### config.mk
export PLATFORM = sky130hd
export DESIGN_NAME = pipe_stage_hs
export DESIGN_NICKNAME = d
export VERILOG_FILES = /design/src/rtl/pipe_stage_hs_pkg.sv /design/src/rtl/pipe_stage_hs.sv
export SDC_FILE = /design/constraint.sdc
export NUM_CORES = 1
export LEC_CHECK = 0
export CORE_MARGIN = 5
export CORE_UTILIZATION = 35
export CTS_CLUSTER_DIAMETER = 200
export DETAILED_ROUTE_END_ITERATION = 7
export GPL_ROUTABILITY_DRIVEN = 0
export SETUP_SLACK_MARGIN = 0.1
export SLEW_MARGIN = 20
export SYNTH_ARGS = -nofsm -noshare
export SYNTH_HDL_FRONTEND = slang
export SYNTH_SLANG_ARGS = --single-unit
### constraint.sdc
create_clock -name clk_in -period 2 [get_ports clk_in]
set_input_delay 0.2 -clock clk_in [delete_from_list [all_inputs] [get_ports clk_in]]
set_output_delay 0.2 -clock clk_in [all_outputs]
set_load 0.02 [all_outputs]
### src/rtl/pipe_stage_hs_pkg.sv
// Shared definitions for the handshaked inter-stage pipeline register.
package pipe_stage_hs_pkg;

  localparam logic [31:0] DEF_NOP_PC  = 32'h0000_0000;
  localparam logic [31:0] DEF_NOP_INS = 32'h0000_0013;  // addi x0,x0,0

  localparam logic RST_ACT   = 1'b0;
  localparam logic FLUSH_ACT = 1'b1;
  localparam logic RDY_ACT   = 1'b1;

  typedef struct packed {
    logic [31:0] pc;
    logic [31:0] ins;
  } stage_beat_t;

endpackage

### src/rtl/pipe_stage_hs.sv
// Valid/ready pipeline register for a pc/instruction beat; 1-cycle latency, full throughput.
// SKID=1 adds a skid entry so up_ready is registered; SKID=0 uses a single entry.
module pipe_stage_hs
  import pipe_stage_hs_pkg::*;
#(
  parameter int              PC_W    = 32,
  parameter int              INS_W   = 32,
  parameter logic [PC_W-1:0] NOP_PC  = DEF_NOP_PC,
  parameter logic [INS_W-1:0] NOP_INS = DEF_NOP_INS,
  parameter bit              SKID    = 1'b1
) (
  input  logic             clk_in,
  input  logic             rst_in,
  input  logic             rdy_in,
  input  logic             flush,
  input  logic             up_valid,
  output logic             up_ready,
  input  logic [PC_W-1:0]  up_pc,
  input  logic [INS_W-1:0] up_ins,
  output logic             dn_valid,
  input  logic             dn_ready,
  output logic [PC_W-1:0]  dn_pc,
  output logic [INS_W-1:0] dn_ins,
  output logic [1:0]       occupancy
);

  typedef struct packed {
    logic [PC_W-1:0]  pc;
    logic [INS_W-1:0] ins;
  } beat_t;

  localparam beat_t NOP_BEAT = '{pc: NOP_PC, ins: NOP_INS};

  logic  m_vld, m_vld_d, s_vld, s_vld_d;
  beat_t m_dat, m_dat_d, s_dat, s_dat_d, up_dat;
  logic  up_fire, dn_fire;

  assign up_dat  = '{pc: up_pc, ins: up_ins};
  assign up_fire = up_valid & up_ready & (rdy_in == RDY_ACT);
  assign dn_fire = m_vld & dn_ready & (rdy_in == RDY_ACT);

  // Payloads are rewritten to NOP whenever an entry empties, so outputs come straight from flops.
  always_comb begin
    m_vld_d = m_vld;
    m_dat_d = m_dat;
    s_vld_d = s_vld;
    s_dat_d = s_dat;
    if (flush == FLUSH_ACT) begin
      m_vld_d = 1'b0;
      m_dat_d = NOP_BEAT;
      s_vld_d = 1'b0;
      s_dat_d = NOP_BEAT;
    end else if (rdy_in == RDY_ACT) begin
      if (!m_vld) begin
        if (up_fire) begin
          m_vld_d = 1'b1;
          m_dat_d = up_dat;
        end
      end else if (dn_fire) begin
        s_vld_d = 1'b0;
        s_dat_d = NOP_BEAT;
        if (s_vld) begin
          m_dat_d = s_dat;
        end else if (up_fire) begin
          m_dat_d = up_dat;
        end else begin
          m_vld_d = 1'b0;
          m_dat_d = NOP_BEAT;
        end
      end else if (up_fire) begin
        // Only reachable with a skid entry: single-entry up_ready is low here.
        s_vld_d = 1'b1;
        s_dat_d = up_dat;
      end
    end
  end

  always_ff @(posedge clk_in) begin
    if (rst_in == RST_ACT) begin
      m_vld <= 1'b0;
      m_dat <= NOP_BEAT;
    end else begin
      m_vld <= m_vld_d;
      m_dat <= m_dat_d;
    end
  end

  if (SKID) begin : g_skid
    always_ff @(posedge clk_in) begin
      if (rst_in == RST_ACT) begin
        s_vld <= 1'b0;
        s_dat <= NOP_BEAT;
      end else begin
        s_vld <= s_vld_d;
        s_dat <= s_dat_d;
      end
    end
    assign up_ready = ~s_vld;
  end else begin : g_single
    assign s_vld    = 1'b0;
    assign s_dat    = NOP_BEAT;
    assign up_ready = ~m_vld | dn_ready;
  end

  assign dn_valid  = m_vld;
  assign dn_pc     = m_dat.pc;
  assign dn_ins    = m_dat.ins;
  assign occupancy = {1'b0, m_vld} + {1'b0, s_vld};

endmodule

# After elaboration in Yosys (flattened, before gate mapping)
# Cells that the tools add are included.
[word_totals]
latch_bits = 0
mem_bits_rw = 0
out_inout_bits = 68
in_bits = 70
word_cells = 31
mem_bits_ro = 0
memories = 0
register_bits = 130
[op_classes]
shifts = 0
eq_ne = 1
n_reduce_logical = 5
mul = 0
div = 0
order_cmp = 0
mux = 12
n_bitwise = 6
addsub = 1
[op_table]
columns = ["op", "n"]
rows = [
  ["$mux 64", 6],
  ["$mux 1", 6],
  ["$reduce_and 3->1", 2],
  ["$and 1x1->1", 4],
  ["$reduce_bool 2->1", 2],
  ["$add 1x1->2", 1],
  ["$ne 2x1->1 const B", 1],
  ["$not 1->1", 2],
  ["$reduce_or 2->1", 1],
]

# Logic depth before layout (Yosys ltp)
# Gate-level depths: netlist of the first run.
[logic_depth]
ltp_word = 7
mapped_depth = 7
ltp_nobuf = 4

# Worst setup path after synthesis of the first run
# No wires, ideal clock.
[synth_path]
kind = "reg-to-reg"
start = "register m_vld, in the netlist dn_valid"
end = "register m_dat, in the netlist dn_ins[14]"
synth_period_minus_slack_ps = 1528
slack_ps = 472
t_arrival_ps = 1408
setup_ps = 120
path_buffers = 3
path_stages_with_launch = 8
t_required_ps = 1880
cell_sequence = "dfxtp_1 -> buf_2 -> and3_4 -> a31oi_4 -> buf_6 -> buf_6 -> a221oi_2 -> nor2_1"
[synth_via]
elab_chain_cells = 4
elab_cells_between_ends = 6
cone_classes = "eq/ne: 1; mux: 1; bitwise: 2; reduce/logical: 2"
[synth_rtl]
columns = ["item", "line_no", "rtl"]
rows = [
  ["start, declared", "pipe_stage_hs.sv:34", "logic m_vld, m_vld_d, s_vld, s_vld_d;"],
  ["start signal, assigned", "pipe_stage_hs.sv:83", "m_vld <= m_vld_d;"],
  ["$and 1x1->1 (2 in series)", "pipe_stage_hs.sv:40", "assign dn_fire = m_vld & dn_ready & (rdy_in == RDY_ACT);"],
  ["$ne 2x1->1 (no source line)", "--", ""],
  ["$reduce_and 3->1 (no source line)", "--", ""],
  ["end signal, assigned", "pipe_stage_hs.sv:84", "m_dat <= m_dat_d;"],
  ["end, declared", "pipe_stage_hs.sv:35", "beat_t m_dat, m_dat_d, s_dat, s_dat_d, up_dat;"],
]
# Parallel ways exist; a longest one is shown, timed or not.
# A chain may end at the register's enable or synchronous reset.

# Worst setup path in the final report of the first run
[layout_path]
start = "register s_vld"
end = "output occupancy[1]"
[layout_via]
elab_chain_cells = 1
[layout_rtl]
columns = ["item", "line_no", "rtl"]
rows = [
  ["start, declared", "pipe_stage_hs.sv:34", ""],
  ["start signal, assigned", "pipe_stage_hs.sv:94", "s_vld <= s_vld_d;"],
  ["$add 1x1->2", "pipe_stage_hs.sv:108", "assign occupancy = {1'b0, m_vld} + {1'b0, s_vld};"],
  ["end, declared", "pipe_stage_hs.sv:24", "output logic [1:0] occupancy"],
]
# Every way passes these cells.

==> flow_summary_export.csv, run 1 <==
group,metric,value,unit
run,maxCapViolations,0,
pwr,vdd_ir_drop_max,0.604,mV
yosys,synth_area,5050,µm²
timing,max_slew_margin,53.6,%
setup_path,rrSetupSlack,310,ps
grt,track_usage,18.1,%
yosys,synth.avg_cell_area,9.62,µm²
final_layout,nFillCells,1313,
grt,antenna_found_initial,0,
final_layout,final_cell_mix,"136 x clkdlybuf4s50_1, 129 x dfxtp_1, 122 x nor2_1",
grt,globalRouteMet2Util,29.6,%
setup_path,slowest_stage,"clkdlybuf4s50_1",
route,dr_total_vias,4686,
setup_path,start_kind,"register",
timing,grt_setup_unrepaired,"no",
cts,cts.sinks,130,
die,ios,138,
die,die_h,130,µm
route,drt-vias-per-instance,5.60,
grt,grt_pass1_wl,24.3,mm
route,wl_per_cell,18.2,µm
final_layout,final_common_cell,"clkdlybuf4s50_1",
setup_path,worstPathCellList,"ha_1 -> clkdlybuf4s50_1",
die,initial_core_util,35.2,%
timing,timing.fmax,553,MHz
status,status,"complete, no violations",
route,wirelength,15.2,mm
final_layout,syn2layout_area_growth,41.8,%
die,std_cell_rows,44,
cts,clock-root-buffer,"clkbuf_16",
timing,tns,0,ps
grt,grt_start_max_net_pins,65,
route,drt_iter0_markers,447,
cts,cts_tree,"done",
pwr,p_leak,2.54,nW
placement,portBuffers,137,
yosys,ys_types,32,
pwr,powerDensity,863,nW/µm²
cts,postCtsSetupBuffers,0,
timing,setup_viol,0,
route,ant_nets,0,
yosys,synth_edf_count,0,
grt,gr-usage-met1,23.2,%
timing,slew_viol_final,0,
cts,clockBufferDepth,2,
grt,grtUsageMet3,4.67,%
setup_path,worstSetupPathType,"reg2out",
die,coreArea,14400,µm²
final_layout,n_antenna_cell,0,
grt,grt_pass1_vias,4720,
yosys,syn_nets,596,
die,dieWidth,130,µm
setup_path,cp_max_fo,6,
setup_path,cpPeakStageDelay,610,ps
route,drc_errors,0,
cts,cts_made_buffers,17,
placement,dpl.hpwl,9.39,mm
grt,busiest_layer,"met2",
cts,clk_latency,410,ps
min_path,hold_class,"in2reg",
setup_path,endpoint_kind,"output port",
final_layout,fin_nets,714,
yosys,ys_ff_latch,130,
setup_path,crit_required,1800,ps
pwr,total_power,0.00618,W
die,die_area,16900,µm²
timing,fin_crit_sh,90.4,%
yosys,synth-async-reset-ratio,0,%
yosys,synth_seq_area_share,51.5,%
timing,fin_skew,6.13,ps
grt,grt_remaining_overflow,0,
timing,finalHoldViolCount,0,
timing,min_period,1810,ps
timing,worst_slew_pin_slew,696,ps
cts,htreeDepth,4,
cts,clk_transition_reported_paths,50,ps
yosys,synthFlopType,"dfxtp_1",
yosys,synth_cells,525,
yosys,yosys_warnings,0,
setup_path,cp.arrival,1610,ps
final_layout,layout-drive-gt1-share,12.3,%
route,first_pass_iters,5,
-- synthesized netlist by cell type (3+ instances only) --
| library cell | count | area [µm²] |
|---|---|---|
| nand2_1 | 5 | 18.8 |
| buf_2 | 28 | 140 |
| a221oi_1 | 37 | 324 |
| nor2_1 | 122 | 458 |
| o22ai_1 | 6 | 37.5 |
| a221oi_2 | 24 | 360 |
| dfxtp_1 | 130 | 2600 |
| o21ai_0 | 64 | 320 |
| clkbuf_1 | 17 | 63.8 |
| buf_6 | 4 | 45.0 |
| a21oi_1 | 5 | 25.0 |
| a22oi_1 | 61 | 458 |
| clkbuf_2 | 3 | 15.0 |
-- critical path, delay by kind of cell (launching register included) --
kind / cells / cell delay (ps)
DFF: 1 / 410
buffers and inverters: 1 / 610
adders and majority gates: 1 / 180
-- final cells by class --
class | instances | area (µm²) | share of cell area [%]
Multi-Input combinational cell | 340 | 2200 | 30.6
Clock buffer | 24 | 502 | 7.00
Sequential cell | 130 | 2610 | 36.4
Tap cell | 184 | 230 | 3.21
Clock inverter | 5 | 52.6 | 0.733
Inverter | 2 | 7.51 | 0.105
Timing Repair Buffer | 152 | 1570 | 21.9
-- repair_timing --
item,CTS,global route
cloned,0,0
hold buffers,0,0
endpoints found under the hold margin,0,0
gates resized for setup,2,1
setup endpoints to repair,2,1
-- final timing paths --
| kind | cells past startpoint | to | from |
|---|---|---|---|
| setup reg to reg | 4 | dn_ins[13] | s_vld |
| setup / recovery | 2 | occupancy[1] | s_vld |
| hold / removal | 3 | s_dat[4] | up_ins[4] |
| hold reg to reg | 2 | dn_ins[1] | dn_ins[1] |
-- metrics by stage --
step	utilization [%]	std cells	instance area, µm²	setup WS, ps	hold WS, ps
after global routing	49.9	837	7160	113	462
after detailed placement	46.0	808	6610	32.2	463
after CTS	49.8	837	7160	118	425
after global placement	46.0	808	6610	81.1	467
after floorplan	-	525	5050	472	344
final	49.9	837	7160	192	440
-- flip-flops by register name, summed over array words and instances (netlist names) --
name / flops
dn_valid: 1
s_dat: 64
dn_pc: 32
s_vld: 1
dn_ins: 32
-- power breakdown --
part	total [W]	switching, W	internal, W
clock	0.00289	0.00105	0.00184
combinational	0.000614	0.000319	0.000294
sequential	0.00267	0.0000314	0.00264
-- kinds of logic (layout without fill, tap and decap cells) --
group                      count (synthesis)  count (layout)  share of synthesized area (%)
AOI/OAI and AO/OA                        203             203                           31.7
and+or+nand+nor                          136             136                           11.0
buffers and inverters                     55             183                           5.52
adders and majority gates                  1               1                          0.248
DFF                                      130             130                           51.5
-- metal layers --
layer / wire length [µm] / part of all wire, %
met5: 0 / 0
met2: 7430 / 49
met3: 746 / 4.9
met1: 6780 / 45
met4: 237 / 1.6
No activity file was read; power rests on OpenSTA's default activity.
==> run 2, diff against run 1 <==
Settings changed: CORE_UTILIZATION 35 to 30, MAX_ROUTING_LAYER from default to met4.
==> run 2 against run 1 <==
- via count shrank 0.70%
- non-clock buffer count grew 7
- flip-flop and latch count is the same
- cell count grew 5.7%
- sequential power is essentially flat
- critical path depth is the same
- largest power group unchanged
==> flow_summary_export.csv, run 2 (synthesis results as in run 1) <==
group,metric,value,unit
placement,portBuffers,137,
timing,setup_viol,0,
cts,clockBufferDepth,2,
die,die_area,19500,µm²
route,wl_per_cell,17.4,µm
pwr,vdd_ir_drop_max,0.594,mV
cts,cts_tree,"done",
route,first_pass_iters,5,
die,coreArea,16500,µm²
timing,finalHoldViolCount,0,
cts,clk_transition_reported_paths,60,ps
timing,layout_setup_ws,214,ps
timing,grt_setup_unrepaired,"no",
grt,grt_pass1_vias,4807,
final_layout,final_cell_mix,"136 x clkdlybuf4s50_1, 129 x dfxtp_1, 122 x nor2_1",
setup_path,endpoint_kind,"output port",
final_layout,largest_reg_flops,64,
route,drc_errors,0,
timing,min_period,1790,ps
setup_path,start_kind,"register",
pwr,swShare,22.6,%
placement,place_ws,23.8,ps
min_path,hold_class,"in2reg",
die,initial_core_util,30.6,%
route,drt_iter0_markers,267,
setup_path,cp.arrival,1590,ps
pwr,p_sw,0.00147,W
route,drt-vias-per-instance,5.26,
placement,dpl.hpwl,9.94,mm
grt,antenna_found_initial,3,
cts,clock-root-buffer,"clkbuf_16",
route,dr_total_vias,4653,
setup_path,crit_required,1800,ps
grt,grt_remaining_overflow,0,
setup_path,cp_max_fo,6,
die,dieWidth,140,µm
cts,ctsHoldBuffers,0,
pwr,power_frac_clock,49.1,%
route,ant_nets,0,
pwr,p_leak,2.60,nW
final_layout,fin_nets,721,
setup_path,cp_top_family,"buffers and inverters",
cts,cts.sinks,130,
pwr,p_int,0.00502,W
cts,cts_made_buffers,17,
die,std_cell_rows,47,
final_layout,layout-drive-gt1-share,13.3,%
cts,clk_latency,410,ps
setup_path,cpPeakStageDelay,600,ps
pwr,total_power,0.00649,W
setup_path,worstPathCellList,"ha_1 -> clkdlybuf4s50_1",
final_layout,final_common_cell,"clkdlybuf4s50_1",
cts,htreeDepth,4,
pwr,power_frac_seq,41.2,%
setup_path,slowest_stage,"clkdlybuf4s50_1",
timing,tns,0,ps
grt,grt_pass1_wl,25.2,mm
die,die_h,140,µm
status,status,"complete, no violations",
timing,fin_skew,6.60,ps
die,ios,138,
timing,slew_viol_final,0,
grt,grt_start_max_net_pins,65,
timing,worst_slew_pin_slew,670,ps
final_layout,syn2layout_area_growth,44.8,%
pwr,combPwrFrac,9.7,%
pwr,powerDensity,887,nW/µm²
grt,track_usage,16.4,%
timing,timing.fmax,560,MHz
route,wirelength,15.4,mm
timing,max_slew_margin,55.4,%
timing,fin_crit_sh,89.3,%
final_layout,largest-register,"s_dat",
run,maxCapViolations,0,
setup_path,path_buf_inv,1,
cts,postCtsSetupBuffers,0,
setup_path,worstSetupPathType,"reg2out",
-- run 2: timing repair --
item                                   CTS  global route
setup endpoints to repair                2             1
endpoints found under the hold margin    0             0
resized for setup                        1             1
-- run 2: worst min-delay path: cells and delay by family --
family                 cells  cell delay, ps
buffers and inverters      1             480
and+or+nand+nor            1              60
AOI/OAI and AO/OA          1              90
-- run 2: stage by stage --
step	area (µm²)	cells	hold WS, ps	utilization (%)
after floorplan	5050	525	344	-
after global placement	6710	851	457	40.6
after detailed placement	6710	851	461	40.6
after CTS	7300	882	421	44.2
after global routing	7310	885	463	44.3
final	7310	885	440	44.3
-- run 2: final cells by class --
| cell class | instances | area (µm²) |
|---|---|---|
| inverter | 2 | 7.51 |
| tap | 220 | 275 |
| fill | 1561 | 9210 |
| clock inverter | 11 | 161 |
| sequential | 130 | 2600 |
| antenna | 3 | 7.51 |
| clock buffer | 20 | 437 |
| timing repair buffer | 159 | 1630 |
| multi-input combinational | 340 | 2200 |
-- run 2: power groups by stage --
stage	clock (W)	combinational [W]	sequential, W
detailed placement	0	0.000631	0.00273
global route	0.00336	0.000676	0.00268
CTS	0.00325	0.000634	0.00267
floorplan	0	0.000220	0.00278
global placement	0	0.000623	0.00273
finish	0.00319	0.000629	0.00267
-- run 2: final timing paths --
check	startpoint	endpoint	slack, ps	cells past startpoint
worst min register to register	s_dat[1]	s_dat[1]	480	2
worst max-delay path	s_vld	occupancy[1]	210	2
worst min-delay path	up_ins[1]	s_dat[1]	440	3
worst max register to register	s_vld	dn_ins[23]	330	4
-- run 2: routing by layer --
metal / up-vias / global-route usage (%) / wire length [µm]
li1: 2210 / - / -
met5: - / - / 0
met4: 0 / 6.99 / 357
met2: 165 / 25.9 / 7230
met1: 2253 / 19.8 / 6980
met3: 25 / 4.19 / 878
